## src/rtl/arith_pkg.sv

```systemverilog
// Shared arithmetic definitions: sequencer state encoding and counter sizing.
package arith_pkg;

  typedef enum logic [1:0] {
    IDLE = 2'd0,
    RUN  = 2'd1,
    DONE = 2'd2
  } state_t;

  // One spare bit so the counter can represent N itself without wrapping.
  function automatic int cnt_width(input int n);
    return $clog2(n) + 1;
  endfunction

endpackage

```

## src/rtl/carry_lookahead_adder.sv

```systemverilog
// n-bit carry-lookahead adder; result[n] is the carry out.
module carry_lookahead_adder #(
  parameter int n = 4
) (
  input  logic [n-1:0] x,
  input  logic [n-1:0] y,
  input  logic         cin,
  output logic [n:0]   result
);

  logic [n-1:0] g;
  logic [n-1:0] p;
  logic [n:0]   carry;

  // Each carry is built from the generate/propagate terms of all lower bits.
  function automatic logic lookahead(input logic [n-1:0] gv, input logic [n-1:0] pv,
                                     input logic c0, input int upto);
    logic c;
    c = c0;
    for (int j = 0; j <= upto; j++) begin
      c = gv[j] | (pv[j] & c);
    end
    return c;
  endfunction

  assign carry[0] = cin;

  generate
    for (genvar gi = 0; gi < n; gi++) begin : g_bit
      assign g[gi]         = x[gi] & y[gi];
      assign p[gi]         = x[gi] ^ y[gi];
      assign carry[gi + 1] = lookahead(g, p, cin, gi);
      assign result[gi]    = p[gi] ^ carry[gi];
    end
  endgenerate

  assign result[n] = carry[n];

endmodule

```

## src/rtl/seq_shift_add_mult.sv

```systemverilog
// Sequential unsigned NxN shift-and-add multiplier with valid/ready handshakes.
module seq_shift_add_mult
  import arith_pkg::*;
#(
  parameter int N = 4
) (
  input  logic           clk,
  input  logic           rst_n,
  input  logic           in_valid,
  output logic           in_ready,
  input  logic [N-1:0]   a,
  input  logic [N-1:0]   b,
  output logic           out_valid,
  input  logic           out_ready,
  output logic [2*N-1:0] product,
  output logic           busy
);

  localparam int CW = cnt_width(N);

  state_t           state_reg;
  logic [N-1:0]     mcand_reg;
  logic [N-1:0]     acc_hi_reg;
  logic [N-1:0]     mq_reg;
  logic [CW-1:0]    cnt_reg;
  logic [2*N-1:0]   product_reg;

  logic [N-1:0]     addend;
  logic [N:0]       sum;
  logic [2*N-1:0]   shift_next;

  assign addend = mq_reg[0] ? mcand_reg : '0;

  carry_lookahead_adder #(.n(N)) u_adder (
    .x      (acc_hi_reg),
    .y      (addend),
    .cin    (1'b0),
    .result (sum)
  );

  // The carry out lands in acc_hi[N-1]; mq[0] has been consumed and drops off.
  assign shift_next = {sum, mq_reg[N-1:1]};

  always_ff @(posedge clk or negedge rst_n) begin
    if (!rst_n) begin
      state_reg   <= IDLE;
      mcand_reg   <= '0;
      acc_hi_reg  <= '0;
      mq_reg      <= '0;
      cnt_reg     <= '0;
      product_reg <= '0;
    end else begin
      case (state_reg)
        IDLE: begin
          if (in_valid) begin
            mcand_reg  <= a;
            acc_hi_reg <= '0;
            mq_reg     <= b;
            cnt_reg    <= '0;
            state_reg  <= RUN;
          end
        end
        RUN: begin
          acc_hi_reg <= shift_next[2*N-1:N];
          mq_reg     <= shift_next[N-1:0];
          cnt_reg    <= cnt_reg + 1'b1;
          if (cnt_reg == CW'(N - 1)) begin
            product_reg <= shift_next;
            state_reg   <= DONE;
          end
        end
        DONE: begin
          if (out_ready) begin
            state_reg <= IDLE;
          end
        end
        default: state_reg <= IDLE;
      endcase
    end
  end

  assign in_ready  = (state_reg == IDLE);
  assign busy      = (state_reg == RUN);
  assign out_valid = (state_reg == DONE);
  assign product   = product_reg;

endmodule

```

## config.mk

```make
export PLATFORM = sky130hd
export DESIGN_NAME = seq_shift_add_mult
export DESIGN_NICKNAME = d
export VERILOG_FILES = /design/src/rtl/arith_pkg.sv /design/src/rtl/carry_lookahead_adder.sv /design/src/rtl/seq_shift_add_mult.sv
export SDC_FILE = /design/constraint.sdc
export NUM_CORES = 1
export LEC_CHECK = 0
export CAP_MARGIN = 15
export CORE_MARGIN = 8
export CORE_UTILIZATION = 45
export CTS_CLUSTER_SIZE = 8
export DETAILED_ROUTE_END_ITERATION = 10
export GPL_ROUTABILITY_DRIVEN = 1
export GPL_TIMING_DRIVEN = 0
export PLACE_DENSITY_LB_ADDON = 0.08
export REMOVE_ABC_BUFFERS = 1
export SYNTH_ARGS = -nofsm -noshare
export SYNTH_HDL_FRONTEND = slang
export SYNTH_SLANG_ARGS = --single-unit
export TNS_END_PERCENT = 100
```

## constraint.sdc

```tcl
create_clock -name clk -period 3.2 [get_ports clk]
set_clock_uncertainty 0.2 [all_clocks]
set_input_delay 0.64 -clock clk [delete_from_list [all_inputs] [get_ports clk]]
set_output_delay 0.64 -clock clk [all_outputs]
set_load 0.005 [all_outputs]
```

== Word level (Yosys, flattened, before mapping) ==
Cells that the tools add are included.
W data, S select, Z words.
Word-level totals
  flip-flop bits (word level): 25
  output and inout port bits: 11
  logic and storage cells: 47
Cells by class
  $add $sub $neg: 1
  bitwise logic cells: 17
  reduce and logical (&&, ||, !) cells: 6
  equal/unequal tests: 6
  multiplexer cells: 11
Operator list (count)
  $pmux W4 S2: 2
  $mux W4: 3
  $and A1 B1 Y1: 7
  $xor A1 B1 Y1: 7
  $mux W2: 3
  $pmux W2 S3: 1
  $pmux W3 S2: 1
  $reduce_and A2 Y1: 3
  $ne A2 B1 Y1 const B: 2
  $add A3 B1 Y3 const B: 1
  $eq A3 B2 Y1 const B: 1
  $mux W3: 1
  $or A1 B1 Y1: 3
  $reduce_and A3 Y1: 1
  $eq A2 B1 Y1 const B: 1
  $eq A2 B2 Y1 const B: 1
  $logic_not A2 Y1: 1
  $ne A2 B2 Y1 const B: 1
  $reduce_bool A2 Y1: 1

== Longest topological paths before layout ==
Gate-level depths: netlist (run 1).
  depth in word-level cells: 9
  mapped depth: 9

== By module ==
Synthesis (run 1) repeated with hierarchy kept, for this count alone.
Second synthesis, totals
  cells, all modules: 98
  area total of the unflattened synthesis: 1209.9 µm²
Modules (own cells, without submodules)
  seq_shift_add_mult: times used 1, area each 1092.3 µm², cells an instance 84
  carry_lookahead_adder: times used 1, area each 117.6 µm², cells an instance 14

== Least setup slack after synthesis (run 1) ==
No wires, ideal clock.
  path type: reg2reg
  start point: register mq_reg[0]
  end point: register acc_hi_reg[2]
  arrival time: 1.903 ns
  cell stages (with the launch flop): 10
  data required time: 2.917 ns
  path slack: 1.014 ns
  period minus slack after synthesis: 2.186 ns
  library setup time: 0.083 ns
  cells stage by stage: dfrtp_1 > and2_1 > ha_1 > inv_1 > fa_1 > inv_1 > fa_1 > inv_1 > fa_1 > o21ai_0
Between the ends
  longest elaborated chain between the ends: 8
RTL lines
  from (decl): RTL line seq_shift_add_mult.sv:24  | logic [N-1:0] mq_reg;
  from (signal assigned): RTL line seq_shift_add_mult.sv:65  | mq_reg <= shift_next[N-1:0];
  $mux W4 (*): RTL line seq_shift_add_mult.sv:32  | assign addend = mq_reg[0] ? mcand_reg : '0;
  $xor A1 B1 Y1 / $and A1 B1 Y1 (equally long branches): RTL line carry_lookahead_adder.sv:31, carry_lookahead_adder.sv:30
  $and A1 B1 Y1: RTL line carry_lookahead_adder.sv:21  | c = gv[j] | (pv[j] & c);
  $or A1 B1 Y1: RTL line carry_lookahead_adder.sv:21
  $and A1 B1 Y1: RTL line carry_lookahead_adder.sv:21
  $or A1 B1 Y1: RTL line carry_lookahead_adder.sv:21
  $xor A1 B1 Y1 (*): RTL line carry_lookahead_adder.sv:33  | assign result[gi] = p[gi] ^ carry[gi];
  $pmux W4 S2 (*): RTL line seq_shift_add_mult.sv:53  | case (state_reg)
  to (signal assigned): RTL line seq_shift_add_mult.sv:64  | acc_hi_reg <= shift_next[2*N-1:N];
  to (decl): RTL line seq_shift_add_mult.sv:23  | logic [N-1:0] acc_hi_reg;
Mark *: on every way between the ends. The rest lies on a longest branch, timed or not.
A chain may end at the register's enable or synchronous reset.

== Worst setup path in the final report (run 1) ==
  start point: register state_reg[0]
  end point: output busy
Between the ends
  longest elaborated chain between the ends: 1
RTL lines
  from (decl): RTL line seq_shift_add_mult.sv:21  | state_t state_reg;
  from (signal assigned): RTL line seq_shift_add_mult.sv:46  | state_reg <= IDLE;
  from (signal assigned): RTL line seq_shift_add_mult.sv:60  | state_reg <= RUN;
  from (signal assigned): RTL line seq_shift_add_mult.sv:69  | state_reg <= DONE;
  $eq A2 B1 Y1: RTL line seq_shift_add_mult.sv:83  | assign busy = (state_reg == RUN);
  to (decl): RTL line seq_shift_add_mult.sv:16  | output logic busy
No other way between the ends.

==> summary.md, run 1 <==
| Metric | Value |
|---|---|
| Outcome | `complete, no violations` |
| Initial antenna violation count | `0` |
| Largest net degree at the start of global routing | `26` |
| Final nets | `140` |
| Later-pin clock latency in the skew report | `~0.30 ns` |
| CP arrival | `between 1.5 and 2 ns` |
| Tightest Hold Check Type | `reg -> reg` |
| Vias in the first global route | `roughly 860` |
| H-tree levels | `1` |
| Post-detail-place hpwl | `1650 um` |
| TritonCTS Sinks | `25` |
| Clock Tree Root | `clkbuf_4` |
| Fmax | `about 0.37 GHz` |
| Critical Path Start Type | `flop` |
| Crit Reg-Reg Endpoint | `acc_hi_reg[2]` |
| Final Hold Violating Endpoints | `0` |
| Die Span Y | `about 67 um` |
| Unrepaired setup endpoints after global routing | `no` |
| Die Area | `roughly 0.0045 mm2` |
| Antenna-violating nets left | `0` |
| Clock Path Buffers | `2` |
| WHS Endpoint | `product[6]` |
| PwrDens | `940 mW/mm2` |
| CP Cell Sequence | `nand2b_1, inv_2, clkdlybuf4s50_1` |
| Worst R2R Start | `mq_reg[0]` |
| CTS tree | `built` |
| Worst path required time | `around 2.4 ns` |
| Initial DRC Count | `29` |
| Min Tclk post-route | `about 2.7 ns` |
| Drt wl/cell | `roughly 14 um` |
| Layout area overhead | `23.4%` |
| Post-synth cell types | `23` |
| Leak pwr | `approximately 0.64 nW` |
| Mapped Area | `between 0.001 and 0.0015 mm2` |
| Sequential area share after synthesis | `53.6%` |
| CP max-delay cell | `dfrtp_1` |
| FF+latch count, synth | `25` |
| Worst slew pin tran | `about 0.57 ns` |
| Slowest Stage Delay on Critical Path | `around 0.6 ns` |
| Warnings, synthesis | `0` |
| I/O Buffers | `22` |
| Placed Cells | `~150` |
| Power, Total | `around 1.4 mW` |
| IR drop worst, VDD | `approximately 0.51 mV` |
| First-pass GRT wire length | `~3800 um` |
| Clk pin slew, worst setup/hold paths | `between 0.1 and 0.15 ns` |
| Gpl congestion | `0.741` |
| Detailed Route WL | `approximately 2200 um` |
| Worst path top cell family by delay | `buffers and inverters` |
| Worst Setup Path Type | `reg -> out` |
| Final std cells w/o fill | `between 150 and 200` |
| GRT Util Overall | `between 10 and 15%` |
| Total global routing overflow | `0` |
| Fin Setup TNS | `0 ns` |
| Num ports | `23` |
| # resized after CTS | `0` |
| Starting Density | `between 40% and 50%` |
| Slew Limit Fails | `0` |
| CP Capture Type | `output pin` |
| Cts bufs inserted | `3` |
| Final Cycle Share | `approximately 85%` |
| Max-cap violations | `0` |
| Final hold slack | `around 0.29 ns` |
| Synth Area per Inst | `approximately 12 um2` |
| Core Box Area | `around 0.0025 mm2` |
| Max FFs per register | `8` |
| Crit-path max FO | `10` |
| Post-Route Utilization | `roughly three fifths` |
| Share of cells above drive strength 1 | `14.9%` |
| Ant. Diodes | `0` |
| DRT Pass-1 Iters | `4` |
| Crit path buf inv count | `2` |
| Worst Hold Depth | `2` |
| Mapped Cells | `97` |
| Drt via density | `approximately 5.3` |
| Site Rows | `18` |
| Layout fillers | `around 240` |
| Setup violators final | `0` |
| Post-CTS Hold Buffers | `0` |
| HP Start | `product[6]` |
| R2R setup slack | `between 0.8 and 0.9 ns` |
| Chip width | `66.9 um` |
| Reg2Reg Depth | `9` |
| DRC errors left | `0` |
| Post-CTS Setup Inserts | `0` |
| Max_slew headroom | `between 60% and 70%` |
| Vias | `around 800` |
==> routing by layer <==
layer	global-route usage [%]	part of all wire [%]	up-vias
met4	4.70	1.3	0
li1	-	-	382
met1	12.9	46	404
met2	17.6	46	13
met3	3.02	6.1	4
met5	0	0	-
==> how the worst max path moves through the flow <==
| stage | endpoint | startpoint | slack, ns | cells past startpoint |
|---|---|---|---|---|
| floorplan | acc_hi_reg[2] | mq_reg[0] | 1.01 | 9 |
| global placement | busy | state_reg[0] | 0.79 | 3 |
| detailed placement | busy | state_reg[0] | 0.81 | 3 |
| CTS | busy | state_reg[0] | 0.45 | 3 |
| global route | busy | state_reg[0] | 0.32 | 3 |
| finish | busy | state_reg[0] | 0.48 | 3 |
==> metrics by stage <==
stage               setup slack, ns  cell area, um2
floorplan                      1.01            1140
global placement              0.792            1400
detailed placement            0.805            1400
CTS                           0.451            1420
global route                  0.323            1440
finish                        0.485            1440
==> worst register-to-register path, stage by stage, from the launching register on <==
cell and delay [ns]:
dfrtp_1 0.45, and2_1 0.16, ha_1 0.17, inv_1 0.06, fa_1 0.16, inv_1 0.05
fa_1 0.35, inv_1 0.07, fa_1 0.41, o21ai_0 0.17
==> power by group <==
part           total, mW  switching, mW  internal [mW]
combinational      0.637          0.277          0.360
sequential         0.581          0.115          0.466
clock              0.134         0.0857         0.0486
==> kinds of logic after synthesis <==
| group | Yosys count | synth area share [%] |
|---|---|---|
| buffers and inverters | 12 | 5.15 |
| adder cells (fa/ha/maj) | 6 | 8.37 |
| AND/OR/NAND/NOR | 20 | 10.2 |
| flip-flops | 25 | 53.6 |
| AO/OA/AOI/OAI | 25 | 13.0 |
| multiplexers | 9 | 9.66 |
==> Yosys cell counts <==
cell / count / area [um2]
a21oi_1: 5 / 25.0
a22o_1: 2 / 17.5
and2_1: 2 / 12.5
buf_4: 2 / 15.0
buf_6: 1 / 11.3
dfrtp_1: 25 / 626
fa_1: 3 / 60.1
ha_1: 3 / 37.5
inv_1: 8 / 30.0
inv_2: 1 / 3.75
mux2_2: 6 / 67.6
mux2_4: 3 / 45.0
nand2_1: 10 / 37.5
nand2b_1: 1 / 6.26
nand2b_4: 1 / 13.8
nand3b_4: 1 / 20.0
nor2_1: 3 / 11.3
nor2_4: 1 / 11.3
nor2b_1: 1 / 6.26
o21ai_0: 8 / 40.0
o21bai_2: 1 / 11.3
o22ai_1: 8 / 50.1
o31ai_1: 1 / 7.51
==> placed cells by master, fill, tap and decap left out <==
cell type and instances:
nand2b_1 1, clkbuf_1 1, mux2_4 3, a21oi_1 5, dfrtp_1 25, nand3b_4 1
o21ai_0 8, nand2b_4 1, fa_1 3, o21bai_2 1, nor2b_1 1, mux2_2 6
nor2_1 3, inv_2 1, o22ai_1 8, o31ai_1 1, a22o_1 2, nand2_1 10
clkdlybuf4s50_1 22, nor2_4 1, and2_1 2, ha_1 3, inv_1 8, buf_8 1
clkbuf_4 3
==> area by class of cell <==
| class | instances | area (um2) | area share, % |
|---|---|---|---|
| sequential | 25 | 626 | 43.5 |
| tap | 30 | 37.5 | 2.61 |
| clock buffer | 4 | 26.3 | 1.83 |
| inverter | 9 | 33.8 | 2.35 |
| timing repair buffer | 23 | 235 | 16.3 |
| multi-input combinational | 60 | 480 | 33.4 |
Power figures use the tool's default switching activity.
==> inputs of run 2 (changes only) <==
==> constraint.sdc (replaced) <==
create_clock -name clk -period 2.83 [get_ports clk]
set_clock_uncertainty 0.2 [all_clocks]
set_input_delay 0.566 -clock clk [delete_from_list [all_inputs] [get_ports clk]]
set_output_delay 0.566 -clock clk [all_outputs]
set_load 0.005 [all_outputs]
==> results of run 2 <==
The final DEF is identical to that of run 1. Status: complete, no violations.
Among the figures that moved: setup slack after placement 0.805 ns -> 0.509 ns; setup slack after layout 0.485 ns -> 0.189 ns; register-to-register setup slack 0.87 ns -> 0.50 ns; total power 1.35 mW -> 1.53 mW; worst IR drop on VDD 0.508 mV -> 0.574 mV
==> edit 1: new RTL, settings of run 1 <==
Set the parameter `N` to 2 (it was 4).
--- a/src/rtl/seq_shift_add_mult.sv
+++ b/src/rtl/seq_shift_add_mult.sv
@@ -2,7 +2,7 @@
 module seq_shift_add_mult
   import arith_pkg::*;
 #(
-  parameter int N = 4
+  parameter int N = 2
 ) (
   input  logic           clk,
   input  logic           rst_n,
Interface: changed (resized a, b and product); port bits go from 23 to 15. The function was not compared with the original's and may differ.
==> edit 1 against run 1 <==
Wire length fell by 48%; setup slack improved by 0.18 ns; fmax increased by 7.0%; sequential cell count is 11 lower; sequential power shrank 45%; synthesized cell count is 53% lower; cell area shrank 44%; area after synthesis fell by 46%; total power decreased by 43%; highest routed layer is now met3.
==> edit 1: results <==
export IMPL_crit_start="state_reg[0]$_DFFE_PN0P_"
export IMPL_relSlewSlack_pct=59.03
export IMPL_post_place_cells=74
export IMPL_num_antenna_cells=0
export IMPL_grt_pass1_vias=442
export IMPL_status="completed"
export IMPL_synth_seq_area_share_pct=55.23
export IMPL_worstPathArrival_ns=1.70
export IMPL_path_clk_slew_ns=0.08
export IMPL_r2r_start="mq_reg[0]$_DFFE_PN0P_"
export IMPL_yosys_top_cells_area="dfrtp_1, mux2_2, ha_1, o221a_2, fa_1"
export IMPL_grt_pass1_wl_um=1890
export IMPL_largest_register_ff_count=4
export IMPL_ys_types=21
export IMPL_synth_common_cells="dfrtp_1, mux2_2, inv_1"
export IMPL_via_per_inst=5.455
export IMPL_synthCells=46
export IMPL_r2r_slack_ns=1.41
export IMPL_worstHoldPathCells=1
export IMPL_dp_hpwl_um=883.7
export IMPL_worstSkewPairLatency_ns=0.27
export IMPL_drive_gt1_share_pct=19.35
export IMPL_drt_first_iter_violations=2
export IMPL_r2r_end="product[2]$_DFFE_PN0P_"
export IMPL_finalNonFillerCells=77
export IMPL_p_leak_nw=0.3629
export IMPL_ir_worst_vdd_mv=0.5372
export IMPL_grt_usage_pct=8.815
export IMPL_fillers=110
export IMPL_gp_congestion=0.6447
export IMPL_r2r_cells=4
export IMPL_grt_max_degree=15
export IMPL_nets=75
export IMPL_wl_um=1131
==> edit 1: changes by cell type in the layout (fill, tap and decap cells not counted), sizes merged, moves of 3 or more <==
cell           change
a21oi              -4
clkdlybuf4s50      -8
dfrtp             -11
inv                -6
mux2               -3
nand2             -10
nor2               -3
o21ai              -7
o22ai              -7
==> edit 1: cell type report <==
| cell class | instances | share of cell area (%) |
|---|---|---|
| sequential | 14 | 43.55 |
| multi-input combinational | 28 | 32.50 |
| timing repair buffer | 14 | 17.42 |
| clock buffer | 3 | 2.799 |
| tap | 15 | 2.333 |
| inverter | 3 | 1.400 |
==> edit 1: where the power goes <==
part	internal [W]	switching, W
Clock	0.0000435	0.0000526
Sequential	0.000258	0.0000611
Combinational	0.000220	0.000134
==> edit 1: worst min-delay path by stage <==
stage / from / slack [ns] / to
after floorplan: rst_n / 0.14 / acc_hi_reg[0]$_DFFE_PN0P_
after global placement: cnt_reg[0]$_DFFE_PN0P_ / 0.27 / cnt_reg[0]$_DFFE_PN0P_
after detailed placement: cnt_reg[0]$_DFFE_PN0P_ / 0.28 / cnt_reg[0]$_DFFE_PN0P_
after CTS: cnt_reg[0]$_DFFE_PN0P_ / 0.29 / cnt_reg[0]$_DFFE_PN0P_
after global routing: cnt_reg[0]$_DFFE_PN0P_ / 0.31 / cnt_reg[0]$_DFFE_PN0P_
final: cnt_reg[0]$_DFFE_PN0P_ / 0.29 / cnt_reg[0]$_DFFE_PN0P_
==> edit 1: cell families after synthesis <==
family                     after synthesis  synth area share [%]
DFF                                     14                 55.23
muxes                                    7                 12.23
buffers and inverters                    4                 3.550
adders and majority gates                3                 7.100
AOI/OAI and AO/OA                        9                 11.64
and+or+nand+nor                          9                 10.26
==> edit 1: worst max-delay path: stages, from the launching register on <==
cell	delay, ns
dfrtp_1	0.48
or2b_1	0.32
inv_1	0.11
clkdlybuf4s50_1	0.51
==> edit 1: layer usage <==
layer | vias to the layer above | part of all wire (%) | GRT usage, %
li1 | 201 | - | -
met1 | 206 | 48 | 11.89
met2 | 13 | 44 | 12.50
met3 | 0 | 8.6 | 3.030
met4 | 0 | 0 | 3.782
met5 | - | 0 | 0
==> edit 1: per-stage QoR <==
step / setup slack (ns) / cell area (µm²) / utilization [%]
6_report: 0.6620 / 804.5 / 61.06
5_1_grt: 0.5374 / 804.5 / 61.06
4_1_cts: 0.6327 / 804.5 / 61.06
3_5_place_dp: 0.9420 / 782.0 / 59.35
3_3_place_gp: 0.9407 / 782.0 / 59.35
2_1_floorplan: 1.493 / 623.1 / -
==> edit 2: new RTL, config.mk and constraints of run 1 <==
Without the edit above. Encoding of `state_t`: now one-hot (3 bits for 3 states).
--- a/src/rtl/arith_pkg.sv
+++ b/src/rtl/arith_pkg.sv
@@ -1,10 +1,10 @@
 // Shared arithmetic definitions: sequencer state encoding and counter sizing.
 package arith_pkg;
 
-  typedef enum logic [1:0] {
-    IDLE = 2'd0,
-    RUN  = 2'd1,
-    DONE = 2'd2
+  typedef enum logic [2:0] {
+    IDLE = 3'b001,
+    RUN  = 3'b010,
+    DONE = 3'b100
   } state_t;
 
   // One spare bit so the counter can represent N itself without wrapping.
Formal check against the unedited RTL: no difference found for any inputs over 10 cycles, from zero or initial values and one cycle with rst_n low; not proved beyond that.
==> edit 2 against run 1 <==
Clock power increased by 70%; setup slack got worse by 0.039 ns; cell area increased by 3.2%; non-clock buffer count unchanged; largest cell class unchanged; sequential power decreased by 10%; critical path type unchanged; global-route usage about the same; total power decreased by 13%; combinational power decreased by 34%; synthesized cell count unchanged; area after synthesis increased by 0.43%; wire length increased by 2.4%; sequential cell count increased by 1; first-iteration DRC count decreased by 6.9%.
==> edit 2: results <==
export IMPL_cts_resized=0
export IMPL_yosys_top_cells_area="dfrtp_1, mux2_2, fa_1, nand2_1, ha_1"
export IMPL_r2r_end="product[6]$_DFFE_PN0P_"
export IMPL_gp_congestion=0.7342
export IMPL_crit_start="state_reg[1]$_DFFE_PN0P_"
export IMPL_ys_types=28
export IMPL_via_per_inst=5.179
export IMPL_portBuffers=22
export IMPL_dp_hpwl_um=1639
export IMPL_cts_made_buffers=3
export IMPL_r2r_start="mq_reg[0]$_DFFE_PN0P_"
export IMPL_firstDrtPassIters=4
export IMPL_wl_um=2209
export IMPL_nets=140
export IMPL_async_flop_share_pct=100.0
export IMPL_grt_pass1_vias=854
export IMPL_path_clk_slew_ns=0.15
export IMPL_p_leak_nw=0.6584
export IMPL_endpoint="busy"
export IMPL_antenna_found_initial=0
export IMPL_clock_fmax_mhz=363.1
export IMPL_clockBufferDepth=2
export IMPL_cts_setup_buffers=0
export IMPL_cp_max_fo=12
export IMPL_num_antenna_cells=0
export IMPL_grt_max_degree=27
export IMPL_r2r_cells=9
export IMPL_drt_first_iter_violations=27
export IMPL_worst_slew_pin_slew_ns=0.5711
export IMPL_synth_common_cells="dfrtp_1, nand2_1, mux2_2, inv_1, nor2_1"
export IMPL_status="completed"
export IMPL_largest_register_ff_count=8
export IMPL_placed_area_um2=1408
export IMPL_drive_gt1_share_pct=14.88
export IMPL_grt_usage_pct=10.81
export IMPL_yosys_warnings=0
export IMPL_cts_max_level=1
export IMPL_synth_seq_area_share_pct=55.66
export IMPL_dpl_worst_slack_ns=0.6279
export IMPL_min_path_type="register to register"
export IMPL_cts_root_buf="clkbuf_4"
export IMPL_r2r_slack_ns=0.88
export IMPL_worstPathArrival_ns=1.91
export IMPL_ir_worst_vdd_mv=0.4797
export IMPL_grt_pass1_wl_um=3753
export IMPL_fillers=229
export IMPL_ys_flop_type="dfrtp_1"
export IMPL_worstSkewPairLatency_ns=0.33
-- edit 2: cell types whose count changed after synthesis, moves of 3 or more --
cell / change
mux2_4: -3
o21ai_0: -4
nand2_1: +3
o22ai_1: -6
a31oi_1: +3
a21oi_1: -4
mux2_2: +3
-- edit 2: metrics by stage --
stage | power, W | instances | utilization (%)
6_report | 0.001173 | 151 | 59.95
5_1_grt | 0.001262 | 151 | 59.95
4_1_cts | 0.001186 | 150 | 58.94
3_5_place_dp | 0.0009575 | 146 | 56.82
3_3_place_gp | 0.0009424 | 146 | 56.82
2_1_floorplan | 0.0007854 | 94 | -
-- edit 2: worst min-delay path by stage --
| stage | startpoint | endpoint | slack, ns | cells past startpoint |
|---|---|---|---|---|
| after floorplan | rst_n | acc_hi_reg[0]$_DFFE_PN0P_ | 0.14 | 0 |
| after global placement | product[4]$_DFFE_PN0P_ | product[4]$_DFFE_PN0P_ | 0.26 | 2 |
| after detailed placement | product[7]$_DFFE_PN0P_ | product[7]$_DFFE_PN0P_ | 0.27 | 2 |
| after CTS | cnt_reg[0]$_DFFE_PN0P_ | cnt_reg[0]$_DFFE_PN0P_ | 0.30 | 1 |
| after global routing | product[6]$_DFFE_PN0P_ | product[6]$_DFFE_PN0P_ | 0.31 | 2 |
| final | product[7]$_DFFE_PN0P_ | product[7]$_DFFE_PN0P_ | 0.30 | 2 |
-- edit 2: area by class of cell --
class	count	share of cell area [%]
Sequential cell	26	43.89
Clock buffer	3	1.516
Clock inverter	1	2.022
Inverter	7	2.106
Tap cell	30	2.527
Timing Repair Buffer	23	16.51
Multi-Input combinational cell	61	31.42
-- edit 2: power by group --
| part | internal [W] | total (W) | switching, W | leakage (nW) |
|---|---|---|---|---|
| clock network | 0.000127 | 0.000228 | 0.000102 | 0.0279 |
| registers | 0.000445 | 0.000523 | 0.0000782 | 0.331 |
| logic | 0.000224 | 0.000422 | 0.000198 | 0.300 |
| total | 0.000795 | 0.00117 | 0.000378 | 0.658 |
-- edit 2: kinds of logic after synthesis --
kind of cell             after synthesis  synth area share, %
AO/OA/AOI/OAI                         18                10.04
adder cells (fa/ha/maj)                6                8.334
buffers and inverters                 10                4.487
flip-flops                            26                55.66
multiplexers                           9                8.654
AND/OR/NAND/NOR                       28                12.82
-- edit 2: routing by layer --
layer	up-vias	global-route usage, %	part of all wire [%]
met5	-	0	0
met1	375	12.42	47
met4	0	4.961	0.54
li1	387	-	-
met2	18	18.40	47
met3	2	2.685	5.5
-- edit 2: worst max-delay path, stage by stage (launching register included) --
cell	delay [ns]
dfrtp_1	0.47
or3b_4	0.50
clkinv_4	0.12
clkdlybuf4s50_1	0.50
